[src/rtl/lru_victim_select_pkg.sv]
// ============================================================================
// Module      : lru_pkg
// Description : Shared types and widths for the LRU victim selector.
// Revision    : 1.0 - initial release
// ============================================================================
`default_nettype none

package lru_pkg;

    localparam int AGE_W = 3;

    typedef logic [AGE_W-1:0] age_t;
    typedef logic [2:0]       way_t;

    typedef enum logic [1:0] {
        IDLE = 2'd0,
        HUPD = 2'd1,
        SCAN = 2'd2,
        VUPD = 2'd3
    } lru_state_t;

endpackage : lru_pkg

`default_nettype wire

[src/rtl/lru_victim_select_agtb.sv]
// ============================================================================
// Module      : AGtB
// Description : Strict greater-than comparator for two ages.
// Revision    : 1.0 - initial release
// ============================================================================
`default_nettype none

module AGtB
    import lru_pkg::*;
(
    input  age_t in1,
    input  age_t in2,
    output logic AGtBOut
);

    assign AGtBOut = (in1 > in2);

endmodule : AGtB

`default_nettype wire

[src/rtl/lru_victim_select.sv]
// ============================================================================
// Module      : lru_victim_select
// Description : Per-set LRU age tracker; scans a set on a miss for the oldest
//               way. Optional hit/miss counters when LRU_STATS_EN is defined.
// Revision    : 1.0 - initial release
// ============================================================================
`default_nettype none

module lru_victim_select
    import lru_pkg::*;
#(
    parameter int WAYS  = 8,
    parameter int SETS  = 16,
    parameter int IDX_W = 4
)(
    input  logic             clk,
    input  logic             rst,
    input  logic             acc_valid,
    input  logic [IDX_W-1:0] acc_index,
    input  logic             acc_hit,
    input  logic [2:0]       acc_way,
    output logic             acc_ready,
    output logic             vict_valid,
    output logic [2:0]       vict_way,
    output logic [IDX_W-1:0] vict_index
`ifdef LRU_STATS_EN
    ,
    output logic [15:0]      hit_cnt,
    output logic [15:0]      miss_cnt
`endif
);

    localparam way_t C_LAST_WAY = way_t'(WAYS - 1);

    lru_state_t       r_state;
    age_t             r_age [SETS][WAYS];
    logic [IDX_W-1:0] r_idx;
    way_t             r_way;
    way_t             r_best;
    way_t             r_cur;

    logic             w_gt;
    way_t             w_best_next;

    // New age of one way when way t (age at) becomes MRU.
    function automatic age_t touch(input age_t a, input age_t at, input logic is_t);
        if (is_t)
            return '0;
        else if (a < at)
            return a + age_t'(1);
        else
            return a;
    endfunction

    AGtB u_agtb (
        .in1     (r_age[r_idx][r_cur]),
        .in2     (r_age[r_idx][r_best]),
        .AGtBOut (w_gt)
    );

    assign w_best_next = w_gt ? r_cur : r_best;

    always_ff @(posedge clk) begin
        if (rst) begin
            r_state    <= IDLE;
            acc_ready  <= 1'b1;
            vict_valid <= 1'b0;
            vict_way   <= '0;
            vict_index <= '0;
            r_idx      <= '0;
            r_way      <= '0;
            r_best     <= '0;
            r_cur      <= '0;
            for (int s = 0; s < SETS; s++)
                for (int w = 0; w < WAYS; w++)
                    r_age[s][w] <= age_t'(w);
        end else begin
            case (r_state)
                IDLE: begin
                    if (acc_valid) begin
                        r_idx     <= acc_index;
                        r_way     <= acc_way;
                        acc_ready <= 1'b0;
                        r_best    <= '0;
                        r_cur     <= way_t'(1);
                        r_state   <= acc_hit ? HUPD : SCAN;
                    end
                end
                HUPD: begin
                    if (int'(r_way) < WAYS)
                        for (int w = 0; w < WAYS; w++)
                            r_age[r_idx][w] <= touch(r_age[r_idx][w],
                                                     r_age[r_idx][r_way],
                                                     way_t'(w) == r_way);
                    acc_ready <= 1'b1;
                    r_state   <= IDLE;
                end
                SCAN: begin
                    r_best <= w_best_next;
                    r_cur  <= r_cur + way_t'(1);
                    // Victim is registered on the last compare so it is valid in VUPD.
                    if (r_cur == C_LAST_WAY) begin
                        vict_valid <= 1'b1;
                        vict_way   <= w_best_next;
                        vict_index <= r_idx;
                        r_state    <= VUPD;
                    end
                end
                VUPD: begin
                    for (int w = 0; w < WAYS; w++)
                        r_age[r_idx][w] <= touch(r_age[r_idx][w],
                                                 r_age[r_idx][r_best],
                                                 way_t'(w) == r_best);
                    vict_valid <= 1'b0;
                    acc_ready  <= 1'b1;
                    r_state    <= IDLE;
                end
                default: r_state <= IDLE;
            endcase
        end
    end

`ifdef LRU_STATS_EN
    always_ff @(posedge clk) begin
        if (rst) begin
            hit_cnt  <= '0;
            miss_cnt <= '0;
        end else if (r_state == IDLE && acc_valid) begin
            if (acc_hit && hit_cnt != 16'hFFFF)
                hit_cnt <= hit_cnt + 16'd1;
            else if (!acc_hit && miss_cnt != 16'hFFFF)
                miss_cnt <= miss_cnt + 16'd1;
        end
    end
`endif

endmodule : lru_victim_select

`default_nettype wire

[config.mk]
export PLATFORM = sky130hd
export DESIGN_NAME = lru_victim_select
export DESIGN_NICKNAME = d
export VERILOG_FILES = /design/src/rtl/lru_victim_select_pkg.sv /design/src/rtl/lru_victim_select_agtb.sv /design/src/rtl/lru_victim_select.sv
export SDC_FILE = /design/constraint.sdc
export NUM_CORES = 1
export LEC_CHECK = 0
export CAP_MARGIN = 5
export CORE_MARGIN = 2
export CORE_UTILIZATION = 35
export CTS_CLUSTER_DIAMETER = 150
export DETAILED_ROUTE_END_ITERATION = 8
export SKIP_LAST_GASP = 1
export SYNTH_ARGS = -nofsm -noshare
export SYNTH_HDL_FRONTEND = slang
export SYNTH_HIERARCHICAL = 1
export SYNTH_SLANG_ARGS = --single-unit
[constraint.sdc]
create_clock -name clk -period 6.45 [get_ports clk]
set_input_delay 0.645 -clock clk [delete_from_list [all_inputs] [get_ports clk]]
set_output_delay 0.645 -clock clk [all_outputs]
set_load 0.01 [all_outputs]
# Yosys cells after proc, flatten, opt, wreduce, memory -nomap -nowiden
# Memories as Yosys holds them, arrays and structs flattened. A register that Yosys moved wholly into a read port is not among the register bits.
# Cells that the tools add are included.
[op_classes]
addsub = 9
n_mul = 0
div_mod_pow = 0
n_lt_le_gt_ge = 20
n_eq_ne = 20
shift = 0
mux = 107
n_bitwise = 11
reduce_logical = 14
[ops]
columns = ["operator", "n"]
rows = [
  ["2-to-1 mux 3 bit", 81],
  ["less-than comparator 3 bit", 16],
  ["adder 3 x 1 -> 3 bit, second input constant", 9],
  ["binary-select mux 3 bit (select 3 bit)", 3],
  ["== test 3 bit, first input constant", 8],
  ["2-to-1 mux 24 bit", 1],
  ["OR reduction 24 bit", 1],
  ["== test 2 x 3 -> 1 bit, first input constant", 4],
  [">= comparator 4 bit, second input constant", 3],
  ["2-to-1 mux 4 bit", 3],
  ["inverter 3 -> 4 bit", 3],
  ["one-hot mux 3 bit (2 select lines)", 2],
  ["AND reduction 2 bit", 6],
  ["2-to-1 mux 1 bit", 10],
  ["2-to-1 mux 8 bit", 1],
  ["OR 1 bit", 8],
  ["== test 1 x 3 -> 1 bit, first input constant", 2],
  ["logical NOT 3 bit", 2],
  ["2-to-1 mux 2 bit", 3],
  ["one-hot mux 2 bit (3 select lines)", 1],
  ["nonzero test 2 bit", 3],
  ["== test 2 bit, second input constant", 2],
  ["inequality test 2 bit, second input constant", 2],
  ["one-hot mux 1 bit (2 select lines)", 2],
  ["5 further kinds", 5],
]
[word_totals]
register_bits = 24
latch_bits = 0
ramBits = 384
romBits = 0
inputBits = 11
output_inout_bits = 9
wordCells = 191
mem_count = 1
[mem_list]
columns = ["name", "depth", "word_bits", "read_ports", "rd_ports_with_merged_regs", "write_ports", "line_no", "text"]
rows = [
  ["r_age", 16, 24, 1, 1, 16, "lru_victim_select.sv:36", "age_t r_age [SETS][WAYS];"],
]

# Longest topological paths before layout
# Gate-level depths: netlist of the first run.
[logic_depth]
word_depth = 11
mapped_depth = 22

# Hierarchy
# The synthesis of the first run kept the hierarchy.
[by_module_without_submodules]
columns = ["module", "n_inst", "cells_each", "area_per_inst_um2"]
rows = [
  ["lru_victim_select", 1, 1559, 20334.5],
  ["AGtB", 1, 10, 72.6],
]

# Least setup slack after synthesis of the first run
# No wires, ideal clock.
[synth_path]
path_kind = "register to register"
start = "register with a tool-made name"
end = "memory r_age[10][11] (netlist name), data pin"
setup_time_ns = 0.268
t_arrival_ns = 5.308
t_required_ns = 6.182
setup_slack_ns = 0.874
path_stages_with_launch = 21
period_less_slack_ns = 5.576
cell_sequence = "dfxtp_1 -> buf_4 -> buf_6 -> buf_6 -> buf_8 -> buf_2 -> clkbuf_1 -> clkbuf_1 -> mux4_2 -> mux4_2 -> mux4_2 -> mux2i_1 -> ha_1 -> and3_1 -> o21ai_0 -> o221ai_1 -> a221oi_1 -> a21oi_1 -> a31oi_2 -> buf_2 -> nand2_1"
[synth_rtl]
columns = ["item", "line_no"]
rows = [
  ["end: declaration", "lru_victim_select.sv:36"],
]

==> key figures, run 1 <==
Place
  • I/O Buffers: 19
  • Dpl hpwl: 38.52 mm
  • GPL Wtd Cong: 0.9055
  • Placed cell areas: 0.02160 sq mm

Routing
  • DR WL/cell: 24.01 um
  • Drt initial violations: 1514
  • Routed Antenna Nets: 0
  • Vias per cell: 5.542
  • DR vias: 13260
  • DRT Pass-1 Iters: 7
  • Total wire length: 57.44 mm
  • Residual DRC: 0

STA
  • Relative slew slack: 23.47%
  • Clk_skew: 14.88 ps
  • Sum Neg Setup Slack: 0 ps
  • # setup viols final: 0
  • Hold Vio Cnt, Final: 0
  • Final min period: 5777 ps
  • Slew Viols, Final: 0
  • RSZ-0062 raised after global routing: no
  • Worst Tran Pin Value: 1148 ps
  • Max frequency: 173.1 MHz
  • Final period utilization: 89.57%

Setup path
  • Worst EP arrival: 6050 ps
  • Crit path kind: flop to flop
  • CP Max Fanout: 30
  • Crit path required time: 6730 ps
  • Worst setup EP type: flop
  • Worst setup SP type: flop

Pwr
  • Peak VDD IR: 0.0001789 V
  • Leakage: 6.887 nW
  • Clock power frac: 35.4%
  • Reg power frac: 45.4%
  • Int Pwr: 4.728 mW
  • PD cells: 290.1 mW/mm^2
  • Total Power: 6.641 mW
  • Sw Ratio: 28.80%
  • Combinational Power Share: 19.2%
  • Switch Pwr: 1.913 mW

Yosys
  • Synth unique cells: 75
  • Ys flop type: edfxtp_1
  • Synth Cell Area: 0.02041 sq mm
  • EDFF count, synth: 384
  • Synth Net Count: 1625
  • Cells after synthesis: 1569
  • Sequential-to-total area share from yosys stat: 59.25%
  • Largest area contributor in the synthesized netlist: edfxtp_1
  • Synth Register Bits: 412
  • Yosys warnings: 6
  • Asr flop ratio synth: 0%
  • Syn avg cell area: 13.01 sq um
  • Top cell type's share of synthesized area: 56.51%
  • Area contributors post-synth: edfxtp_1 (57%), mux4_2 (12%), nor2_1 (4.8%)

CTS
  • Hold_buf cts: 0
  • CTS tree: built
  • CTS sink cnt: 412
  • Root Buffer: clkbuf_16
  • Post_cts resized: 0
  • Clock-pin slew on the worst setup and hold paths: 70 ps
  • Clock Latency Late Sink: 570 ps
  • Max Root-Sink Buffers: 3
  • Clock buffer count from CTS: 41
  • Setup bufs post-CTS: 0
  • H-tree depth: 2

Job
  • Max-cap violations: 0

Die
  • I/O pin cnt: 20
  • Core box area: 0.05770 sq mm
  • Die Span Y: 245.5 um
  • Die X: 245.5 um
  • Die footprint: 0.06025 sq mm
  • Starting density of the core: 35.37%
  • Row count: 88

Cells and area
  • # diodes: 0
  • Ratio of cells with drive above 1 in the final layout: 17.52%
  • Final #Nets: 1652
  • Post-Layout Inst Area: 0.02289 sq mm
  • Commonest non-fill, non-tap cell in the layout: edfxtp_1
  • Synth-to-layout area growth: 12.18%
  • Most frequent cells in the layout: edfxtp_1 (384), nor2_1 (259), nand2_1 (258)
  • Fill count: 5384

Global route
  • Initial antenna violation count: 0
  • First-pass GRT wire length: 85.63 mm
  • Gr ovfl total: 0
  • Largest net degree at the start of global routing: 42
  • Vias in the first global route: 13260
  • All-layer global routing usage: 19.13%

Hold path
  • Tightest Hold Check Type: flop to flop

Run status
  • Status: finished, final reports clean
routing by layer:
layer | wire length [um] | track usage, % | up-vias
li1 | - | - | 5867
met4 | 1407 | 5.455 | 0
met3 | 4174 | 3.438 | 93
met2 | 27910 | 31.82 | 551
met1 | 23950 | 25.64 | 6746
met5 | 0 | 0 | -
area by class of cell:
class	instances	area, sq um	share of cell area [%]
clock buffer	49	1099	4.799
clock inverter	25	195.2	0.8526
inverter	24	90.09	0.3935
multi-input combinational	1022	7652	33.43
sequential	412	12100	52.86
tap	765	957.2	4.181
timing repair buffer	95	798.3	3.487
power by group through the flow:
stage	clock [mW]	sequential, mW	combinational, mW
2_1_floorplan	0	3.03	0.907
3_3_place_gp	0	3.07	1.24
3_5_place_dp	0	3.07	1.26
4_1_cts	2.39	3.01	1.27
5_1_grt	2.48	3.02	1.37
6_report	2.35	3.01	1.27
synthesized netlist by cell type, types with 6 or more instances:
master / number
nor2b_1: 20
a22oi_2: 6
nor3_1: 15
buf_6: 7
a211oi_1: 8
and2_1: 10
inv_1: 23
nand4_1: 7
a21oi_1: 37
a21o_1: 8
mux2i_1: 51
o21a_1: 7
clkbuf_1: 60
nor2_1: 259
a221oi_1: 11
nand3_1: 11
ha_1: 45
buf_4: 6
mux4_2: 107
o211ai_1: 6
nand2_1: 258
dfxtp_1: 28
nand2b_1: 24
o21ai_2: 10
edfxtp_1: 384
a22oi_1: 15
buf_2: 29
o21ai_0: 19
worst paths after layout:
path,from,endpoint,slack [ps],cells after the start
max,flop,r_age[7][14],670,14
min,vict_index[3],vict_index[3],470,2
max reg2reg,flop,r_age[7][14],670,14
min reg2reg,vict_index[3],vict_index[3],470,2
stage by stage:
stage | hold WS, ps | utilization [%] | worst slack, ps | instances
final | 468.7 | 39.68 | 672.7 | 2392
after global routing | 483.6 | 39.68 | 360.4 | 2392
after CTS | 474.9 | 39.68 | 684.9 | 2392
after detailed placement | 464.7 | 37.43 | 703.0 | 2318
after global placement | 447.4 | 37.43 | 758.5 | 2318
after floorplan | 480.5 | - | 874.1 | 1569
sequential cells by signal, summed over array words and instances (netlist names), named ones only:
register,cells
r_cur,3
r_way,3
vict_index,4
vict_valid,1
r_idx,4
r_best,3
r_state,2
acc_ready,1
r_age,384
vict_way,3
cell families (layout without fill, tap and decap cells):
group | after synthesis | count (layout) | synth area share, %
compound gates | 182 | 182 | 7.014
xor+xnor | 1 | 1 | 0.04293
fa+ha+maj | 45 | 45 | 2.759
buf+inv | 135 | 193 | 3.274
flops | 412 | 412 | 59.25
mux | 165 | 165 | 14.78
simple gates | 629 | 629 | 12.88
critical path: stages (launching register included):
cell      delay [ps]
dfxtp_4          740
buf_12           320
buf_4            260
mux4_2           510
mux4_2           610
mux4_2           480
mux2i_1          470
buf_4            250
ha_1             240
o21a_1           210
o21bai_1         230
a22o_1           170
o22ai_1           70
a22oi_2          770
nor2_1           100
Power figures use the tool's default switching activity.
==> inputs of run 2 (changes only) <==
--- a/config.mk
+++ b/config.mk
@@ -6,7 +6,6 @@
 export NUM_CORES = 1
 export LEC_CHECK = 0
 export CAP_MARGIN = 5
-export CORE_MARGIN = 2
 export CORE_UTILIZATION = 35
 export CTS_CLUSTER_DIAMETER = 150
 export DETAILED_ROUTE_END_ITERATION = 8
==> run 2 against run 1 <==
  * Combinational power about the same
  * Wire length grew 1.5%
  * Power is 0.79% lower
  * Register-to-register slack better by 90 ps
  * Via count up 1.2%
  * Setup slack better by 93 ps
  * Sequential power barely moved
  * Non-clock buffer count shrank 12
  * Cell area down 0.42%
  * Critical path type unchanged
  * Critical endpoint is now r_age[13][11]
==> key figures, run 2 (synthesis results as in run 1) <==
Run status
  • Status: finished, final reports clean

STA
  • Worst Tran Pin Value: 996.6 ps (-151.3 ps)
  • Final min period: 5685 ps (-92.55 ps)
  • Clk_skew: 41.52 ps (+26.64 ps)
  • RSZ-0062 raised after global routing: no
  • Hold Vio Cnt, Final: 0 (unchanged)
  • Final period utilization: 88.14% (-1.4 points)
  • Relative slew slack: 33.56% (+10 points)
  • Sum Neg Setup Slack: 0 ps (unchanged)
  • # setup viols final: 0 (unchanged)
  • Max frequency: 175.9 MHz (+1.6%)
  • Slew Viols, Final: 0 (unchanged)

Setup path
  • Crit path required time: 6750 ps (+20 ps)
  • Biggest cell delay along the critical path: 740 ps (-30 ps)
  • Worst reg2reg path depth: 15 (+1)
  • Crit-path slowest cell: dfxtp_4
  • Reg2Reg Capture Point: r_age[13][11]
  • Top cell by count, worst path: mux4_2
  • Crit path cell chain: buf_12 -> mux4_2 -> mux4_2 -> mux4_2 -> mux2i_1 -> buf_4 -> ha_1 -> and3_1 -> o21ai_0 -> o221ai_1 -> a221oi_1 -> a21oi_1 -> a31oi_2 -> buf_4 -> nand2_1
  • R2r setup slk: 770 ps (+90 ps)
  • Crit path kind: flop to flop
  • Worst setup EP type: flop
  • End of the critical path: r_age[13][11]
  • Worst EP arrival: 5990 ps (-60 ps)
  • Worst setup SP type: flop
  • CP Max Fanout: 30 (unchanged)

Routing
  • Routed Antenna Nets: 0 (unchanged)
  • Drt initial violations: 1416 (-6.5%)
  • Residual DRC: 0 (unchanged)
  • Total wire length: 58.29 mm (+1.5%)
  • DR vias: 13410 (+1.2%)
  • DRT Pass-1 Iters: 5 (-2)
  • DR WL/cell: 24.45 um (+1.8%)
  • Vias per cell: 5.626 (+1.5%)

Cells and area
  • Final non-filler cell total: 2384 (-0.33%)
  • Commonest non-fill, non-tap cell in the layout: edfxtp_1
  • Ratio of cells with drive above 1 in the final layout: 17.11% (-0.41 points)
  • Core Util, Final: 39.51% (-0.16 points)
  • Largest registers: r_age (384), r_idx (4), vict_index (4)
  • Post-Layout Inst Area: 0.02280 sq mm (-0.42%)
  • Max reg flops: 384 (unchanged)
  • # diodes: 0 (unchanged)
  • Synth-to-layout area growth: 11.71%
  • Final #Nets: 1641 (-0.67%)
  • Most frequent cells in the layout: edfxtp_1 (384), nor2_1 (259), nand2_1 (258)
  • Largest Register: r_age

Pwr
  • Peak VDD IR: 0.0001850 V (+3.4%)
  • PD cells: 289.0 mW/mm^2 (-0.38%)
  • Total Power: 6.589 mW (-0.79%)
  • Leakage: 6.829 nW (-0.84%)

Place
  • GPL Wtd Cong: 0.8697 (-4.0%)
  • Placed instance count: 2306 (-0.52%)
  • I/O Buffers: 19 (unchanged)
  • Placed cell areas: 0.02152 sq mm (-0.36%)
  • Dpl hpwl: 38.53 mm (about the same)

CTS
  • Root Buffer: clkbuf_16
  • CTS sink cnt: 412 (unchanged)
  • Hold_buf cts: 0 (unchanged)
  • Clock Latency Late Sink: 600 ps (+30 ps)
  • Clock-pin slew on the worst setup and hold paths: 60 ps (about the same)
  • Max Root-Sink Buffers: 3 (unchanged)
  • Setup bufs post-CTS: 0 (unchanged)
  • Clock buffer count from CTS: 42 (+2.4%)
  • H-tree depth: 2 (unchanged)
  • CTS tree: built
  • Post_cts resized: 0 (unchanged)

Die
  • Row count: 88 (unchanged)
  • Die Span Y: 243.5 um (-0.81%)
  • I/O pin cnt: 20 (unchanged)
  • Starting density of the core: 35.37% (unchanged)
  • Core box area: 0.05770 sq mm (unchanged)
  • Die X: 243.5 um (-0.81%)
  • Die footprint: 0.05928 sq mm (-1.6%)

Global route
  • First-pass GRT wire length: 87.77 mm (+2.5%)
  • All-layer global routing usage: 19.87% (+0.75 points)
  • Gr ovfl total: 0 (unchanged)
  • Initial antenna violation count: 0 (unchanged)
  • Vias in the first global route: 13490 (+1.8%)
  • Largest net degree at the start of global routing: 43 (+2.4%)

Hold path
  • Tightest Hold Check Type: flop to flop
  • Hold Path Origin: vict_index[0]

Job
  • Max-cap violations: 0 (unchanged)
run 2: cell types whose count changed in the layout (fill, tap and decap cells not counted), sizes merged:
| cell | previous run | this run |
|---|---|---|
| clkbuf | 49 | 56 |
| buf | 76 | 64 |
| bufinv | 3 | 0 |
run 2: power by group:
| part | leakage (nW) | total (mW) | internal, mW | switching (mW) |
|---|---|---|---|---|
| logic | 2.67 | 1.28 | 0.417 | 0.861 |
| registers | 3.53 | 3.01 | 2.96 | 0.0496 |
| clock network | 0.633 | 2.30 | 1.27 | 1.03 |
run 2: critical path: cells and delay by family, from the launching register on:
kind	cells	cell delay [ps]
simple gates	2	250
compound gates	5	1000
flops	1	740
buf+inv	3	890
fa+ha+maj	1	260
mux	4	2140
run 2: metrics by stage:
step                setup slack (ps)  hold slack (ps)
floorplan                      874.1            480.5
global placement               855.4            452.2
detailed placement             807.4            454.5
CTS                            741.0            467.5
global route                   437.0            489.6
finish                         765.2            468.5
run 2: worst min-delay path by stage:
stage	to	slack (ps)	cells past startpoint
floorplan	vict_index[0]	480	2
global placement	vict_index[3]	450	2
detailed placement	vict_index[0]	450	2
finish	vict_index[0]	470	2
global route	vict_index[2]	490	2
CTS	vict_index[0]	470	2
run 2: final cells by class:
type	instances	area, sq um
Clock buffer	56	1155
Clock inverter	22	121.4
Fill cell	5418	34900
Inverter	24	90.09
Multi-Input combinational cell	1022	7652
Sequential cell	412	12100
Tap cell	765	957.2
Timing Repair Buffer	83	720.7
run 2: metal layers:
| metal | vias up | track usage, % | part of all wire (%) |
|---|---|---|---|
| met1 | 6822 | 26.82 | 41 |
| met3 | 101 | 3.272 | 8.3 |
| met5 | - | 0 | 0 |
| li1 | 5857 | - | - |
| met4 | 0 | 6.271 | 2.5 |
| met2 | 633 | 32.65 | 48 |
==> inputs of run 3 (changes only) <==
--- a/config.mk
+++ b/config.mk
@@ -9,6 +9,7 @@
 export CORE_UTILIZATION = 35
 export CTS_CLUSTER_DIAMETER = 150
 export DETAILED_ROUTE_END_ITERATION = 8
+export SETUP_SLACK_MARGIN = 0.3
 export SKIP_LAST_GASP = 1
 export SYNTH_ARGS = -nofsm -noshare
 export SYNTH_HDL_FRONTEND = slang
==> results of run 3 <==
The final DEF is identical to that of run 2; final timing and power are the same.
==> patch 1, RTL diff (settings of run 3) <==
The parameter `IDX_W` goes from 4 to 2.
--- a/src/rtl/lru_victim_select.sv
+++ b/src/rtl/lru_victim_select.sv
@@ -12,5 +12,5 @@
     parameter int WAYS  = 8,
     parameter int SETS  = 16,
-    parameter int IDX_W = 4
+    parameter int IDX_W = 2
 )(
     input  logic             clk,
Ports: changed (resized acc_index and vict_index); port bits go from 20 to 16. No check against the original RTL was run, so the function may have changed too.
==> patch 1 against run 3 <==
  * The run now ends with DRC left
  * Routed wire length down 62%
  * Power shrank 64%
  * Synthesized area is 61% lower
  * Setup slack improved by 0.70 ns
  * Cell area shrank 61%
  * Sequential cell count down 294
  * Cell count decreased by 57%
  * Combinational power decreased by 60%
  * Critical path type unchanged
  * Highest routed layer unchanged
==> patch 1: results (changes against run 3) <==
The flow ran to the end, but the final reports show violations. The checks that failed: DRC. The xor and xnor area share after synthesis is 0 (-0.000429).

The reported combinational group power came out at 0.000516 W (-60%). The sequential fraction of the synthesis area came out at 0.418 (-0.175). The setup slack on the worst flop-to-flop path is 1.46 ns (+0.70 ns).

Sorting the synthesized cells by how often they occur yields 96 x edfxtp_1, 82 x nand2_1, 59 x nor2_1. The filler cell count in the final layout is 2,107 (-61%). The average cell area after synthesis came out at 10.8 um2 (-17%).

The post-synthesis compound-gate area fraction came out at 0.170 (+0.100). The count of buffers inserted at the top-level ports came out at 15 (-4). The worst slew margin relative to its limit came to 0.147 (-0.189). The remaining design rule violation count is 3 (+3). The final-layout non-clock buffer area share came out at 0.0293 (-0.00231). The multi-input gate count came out at 558 (-45%).

The clock skew is 0.00866 ns (-0.0329 ns). The global-route usage over all layers came out at 0.198 (-0.000432). The area of the multi-input gates is 4360 um2 (-43%). The endpoint of the worst setup timing path is r_best[0]$_SDFFE_PP0P_. The delay contributed by the slowest stage of the critical path is 0.84 ns (+0.10 ns). The ratio of cells with drive above 1 in the final layout was 0.173 (+0.00155). The reported leakage power came out at 2.82 nW (-59%). The number of search-and-repair iterations in the first detailed-routing pass came to 9 (+4). The average wire per standard cell came out at 21.6 um (-12%).

The switching component of the power is 0.000710 W (-63%). The global placement routability congestion came to 0.841 (-3.3%). The part of the total power dissipated in the clock network came out at 0.420 (+0.071).

The worst voltage drop across the vdd grid was 0.000170 V (-8.0%). The via count of the first global-routing pass came to 6,154 (-54%). The number of flip-flops under the largest register name came out at 96 (-75%). The cell count after placement came out at 1,001 (-57%).

The count of cells along the worst register-to-register path is 14 (-1). The footprint of the flip-flops and latches is 3320 um2 (-73%). The maximum number of pins on one net before global-route repair is 34 (-21%). The post-DP HPWL is 14,800 um (-62%). After synthesis, the largest family of logic cells by area is compound AO/OA/AOI/OAI gates. The worst hold path terminates at acc_ready$_SDFFE_PP1P_. The number of ordinary and repair buffers in the finished layout was 30 (-64%). The clock tree buffer count of the final layout was 18 (-68%). The largest fanout on the critical path came out at 19 (-37%). The clock-cell share of area came out at 0.0682 (+0.0122). The non-clock inverter count in the final layout is 15 (-38%). The level count of the clock H-tree came out at 4 (+2). The arrival time reported for the critical path endpoint came out at 5.30 ns (-0.69 ns). The worst-skew pair later-pin latency came to 0.44 ns (-0.16 ns). The number of clock buffers inserted by TritonCTS came out at 17 (-60%). The wire length of the first global-routing pass is 35,000 um (-60%). The share of synthesized cell area in full adder, half adder and majority cells is 0.0708 (+0.0432). The final wirelength came out at 22,300 um (-62%). The slowest stage of the critical path belongs to the cell mux2i_1. Ranked by total cell area, the synthesized netlist is headed by edfxtp_1 36%, mux4_2 9.9%, ha_1 7.1%.

The clock sink total came to 118 (-71%). The number of nets in the finished design is 794 (-52%). The startpoint of the lowest-slack hold path is acc_ready$_SDFFE_PP1P_.
## patch 1: metal layers
layer,vias up,global-route usage,share of wire
met5,-,0,0
met4,0,0.0731,0.017
met3,32,0.0432,0.071
met2,231,0.311,0.46
met1,3120,0.268,0.45
li1,2912,-,-
## patch 1: stage by stage
| step | utilization | worst slack (ns) | area (um2) | total power, W | hold slack [ns] |
|---|---|---|---|---|---|
| after global routing | 0.407 | 1.18 | 8970 | 0.00248 | 0.526 |
| after CTS | 0.407 | 1.44 | 8970 | 0.00239 | 0.490 |
| final | 0.407 | 1.46 | 8970 | 0.00238 | 0.490 |
| after floorplan | - | 2.05 | 7950 | 0.00126 | 0.510 |
| after detailed placement | 0.379 | 1.44 | 8360 | 0.00139 | 0.481 |
| after global placement | 0.379 | 1.58 | 8360 | 0.00138 | 0.475 |
==> patch 2, RTL diff (flow settings as in run 3) <==
Without the edit above. Build with the macro `LRU_STATS_EN` defined.
--- a/src/rtl/lru_victim_select.sv
+++ b/src/rtl/lru_victim_select.sv
@@ -6,4 +6,6 @@
 // ============================================================================
 `default_nettype none
+
+`define LRU_STATS_EN
 
 module lru_victim_select
New outputs: hit_cnt and miss_cnt. Function: not settled (the Yosys comparison gave no result); the edit may change what the design does.
==> patch 2 against run 3 <==
  * Setup slack gained 0.16 ns
  * Routed wire length rose by 14%
  * Cell area rose by 9.1%
  * Count of clock-buffer cells in the layout increased by 13
  * Sequential power up 6.6%
  * Sequential cell count increased by 32
  * Synthesized cell count is 8.5% higher
  * Critical path depth shrank 2
  * Power increased by 8.6%
  * Synthesized area increased by 6.9%
==> patch 2: results (changes against run 3) <==
The run finished with clean final reports. The initial antenna violation count came out at 0 (unchanged). The clock-cell share of area came out at 0.0621 (+0.00613). The largest fanout on the critical path came to 41 (+37%). Among all flip-flop cells after synthesis, the most frequent one is edfxtp_1. The largest registers in the layout are r_age: 384 flops, hit_cnt: 16 flops, miss_cnt: 16 flops. The ratio of cells with drive above 1 in the final layout is 0.175 (+0.00405). The number of nets in the finished design is 1,791 (+9.1%). The share of the final layout cell area in multi-input gates is 0.342 (+0.00633). The reported leakage power is 7.48 nW (+9.6%). The level count of the clock H-tree came out at 2 (unchanged). The antenna diode count came out at 0 (unchanged).

Ranked by instance count, the synthesized netlist is headed by 384 x edfxtp_1, 256 x nor2_1, 237 x nand2_1. The number of clock buffers inserted by TritonCTS is 48 (+14%). The worst-skew pair later-pin latency was 0.58 ns (-0.02 ns). The post-detailed-route via-to-cell ratio came out at 5.64 (+0.28%). The number of ordinary and repair buffers in the finished layout came to 100 (+20%). The slew at the pin with the worst max-slew slack is 1.21 ns (+0.214 ns). The worst setup timing slack at the placement stage is 0.957 ns (+0.150 ns). The clock slew at the register clock pins of the worst setup and hold paths came out at 0.06 ns (about the same).

The number of nets with antenna violations after detailed routing came to 0 (unchanged). The post-DP HPWL came to 39,800 um (+3.4%). The sequential share of cell area came out at 0.512 (-0.0186). The non-clock inverter count in the final layout is 30 (+25%). The count of cells along the worst register-to-register path came out at 13 (-2). The share of synthesized registers carrying an async set or reset came out at 0 (unchanged). The via count of the first global-routing pass is 14,800 (+9.8%). The wire length of the first global-routing pass is 97,600 um (+11%). The global-route usage over all layers came out at 0.210 (+0.0116).

The sequential fraction of the synthesis area is 0.584 (-0.00893). The count of buffers inserted at the top-level ports is 51 (+32). The number of distinct library cell variants in the gate-level netlist after synthesis came out at 86 (+15%).

The maximum number of pins on one net before global-route repair was 73 (+70%). The multi-input gate count came out at 1,109 (+8.5%). The clock skew is 0.0132 ns (-0.0283 ns).

The arrival time reported for the critical path endpoint came out at 5.82 ns (-0.17 ns). The clock tree buffer count of the final layout came to 69 (+23%). The number of enable-type register cells in the synthesized netlist is 384 (unchanged). The maximum number of buffers from clock root to sink is 3 (unchanged).

The initial DRC count came out at 1,529 (+8.0%). The final wirelength is 66,300 um (+14%). The largest individual stage delay along the critical path comes from the cell mux2i_1. By area the synthesized netlist is led by edfxtp_1 53%, mux4_2 13%, dfxtp_1 5.5%. The worst hold path cell count is 2 (unchanged).

The category of cells accounting for the largest share of critical-path delay is multiplexers. The number of setup buffers added after CTS is 0 (unchanged). CTS placed an instance of clkbuf_16 at the clock tree root. The worst voltage drop across the vdd grid was 0.000252 V (+36%). The clock sink total is 444 (+7.8%).

The worst hold path belongs to the class reg2reg. The global placement routability congestion is 0.917 (+5.4%). The delay contributed by the slowest stage of the critical path is 0.88 ns (+0.14 ns).

The final-layout non-clock buffer area share is 0.0371 (+0.00550). The filler cell count in the final layout came out at 5,744 (+6.0%).
-- patch 2: changes by cell type after synthesis, sizes merged, moves of 8 or more --
| cell | before | now |
|---|---|---|
| mux4 | 107 | 122 |
| dfxtp | 28 | 60 |
| or3 | 5 | 15 |
| xor2 | 0 | 16 |
| o21ai | 32 | 21 |
| mux2i | 54 | 32 |
| nor3 | 15 | 38 |
| a221oi | 13 | 4 |
| nand2 | 258 | 237 |
| clkbuf | 60 | 73 |
| nand3 | 11 | 56 |
| xnor2 | 1 | 9 |
-- patch 2: power by group --
part           internal [W]  switching [W]  total [W]
registers           0.00317      0.0000445    0.00321
clock network       0.00159        0.00113    0.00273
logic              0.000404       0.000818    0.00122
total               0.00516        0.00200    0.00716
-- patch 2: final timing paths --
kind	start	endpoint	slack (ns)
hold reg to reg	vict_index[1]$_SDFFE_PP0P_	vict_index[1]$_SDFFE_PP0P_	0.46
hold / removal	vict_index[1]$_SDFFE_PP0P_	vict_index[1]$_SDFFE_PP0P_	0.46
setup reg to reg	register	r_age[0][15]$_SDFFCE_PN0P_	0.92
setup / recovery	register	r_age[0][15]$_SDFFCE_PN0P_	0.92
-- patch 2: through the flow --
stage                     cells  area, um2   util
after global routing       2607      24900  0.404
after global placement     2520      23300  0.379
after CTS                  2607      24900  0.404
after floorplan            1702      21800      -
after detailed placement   2520      23300  0.379
final                      2607      24900  0.404
-- patch 2: routing by layer --
metal	global-route usage	share of wire	vias up
li1	-	-	6402
met1	0.278	0.40	7504
met2	0.351	0.48	666
met3	0.0313	0.085	137
met4	0.0754	0.032	0
met5	0	0	-
-- patch 2: cells by family after synthesis --
family,Yosys count,share of synthesized area
mux,162,0.146
flops,444,0.584
simple gates,708,0.143
compound gates,167,0.0591
xor+xnor,25,0.0100
buf+inv,149,0.0305
fa+ha+maj,47,0.0270
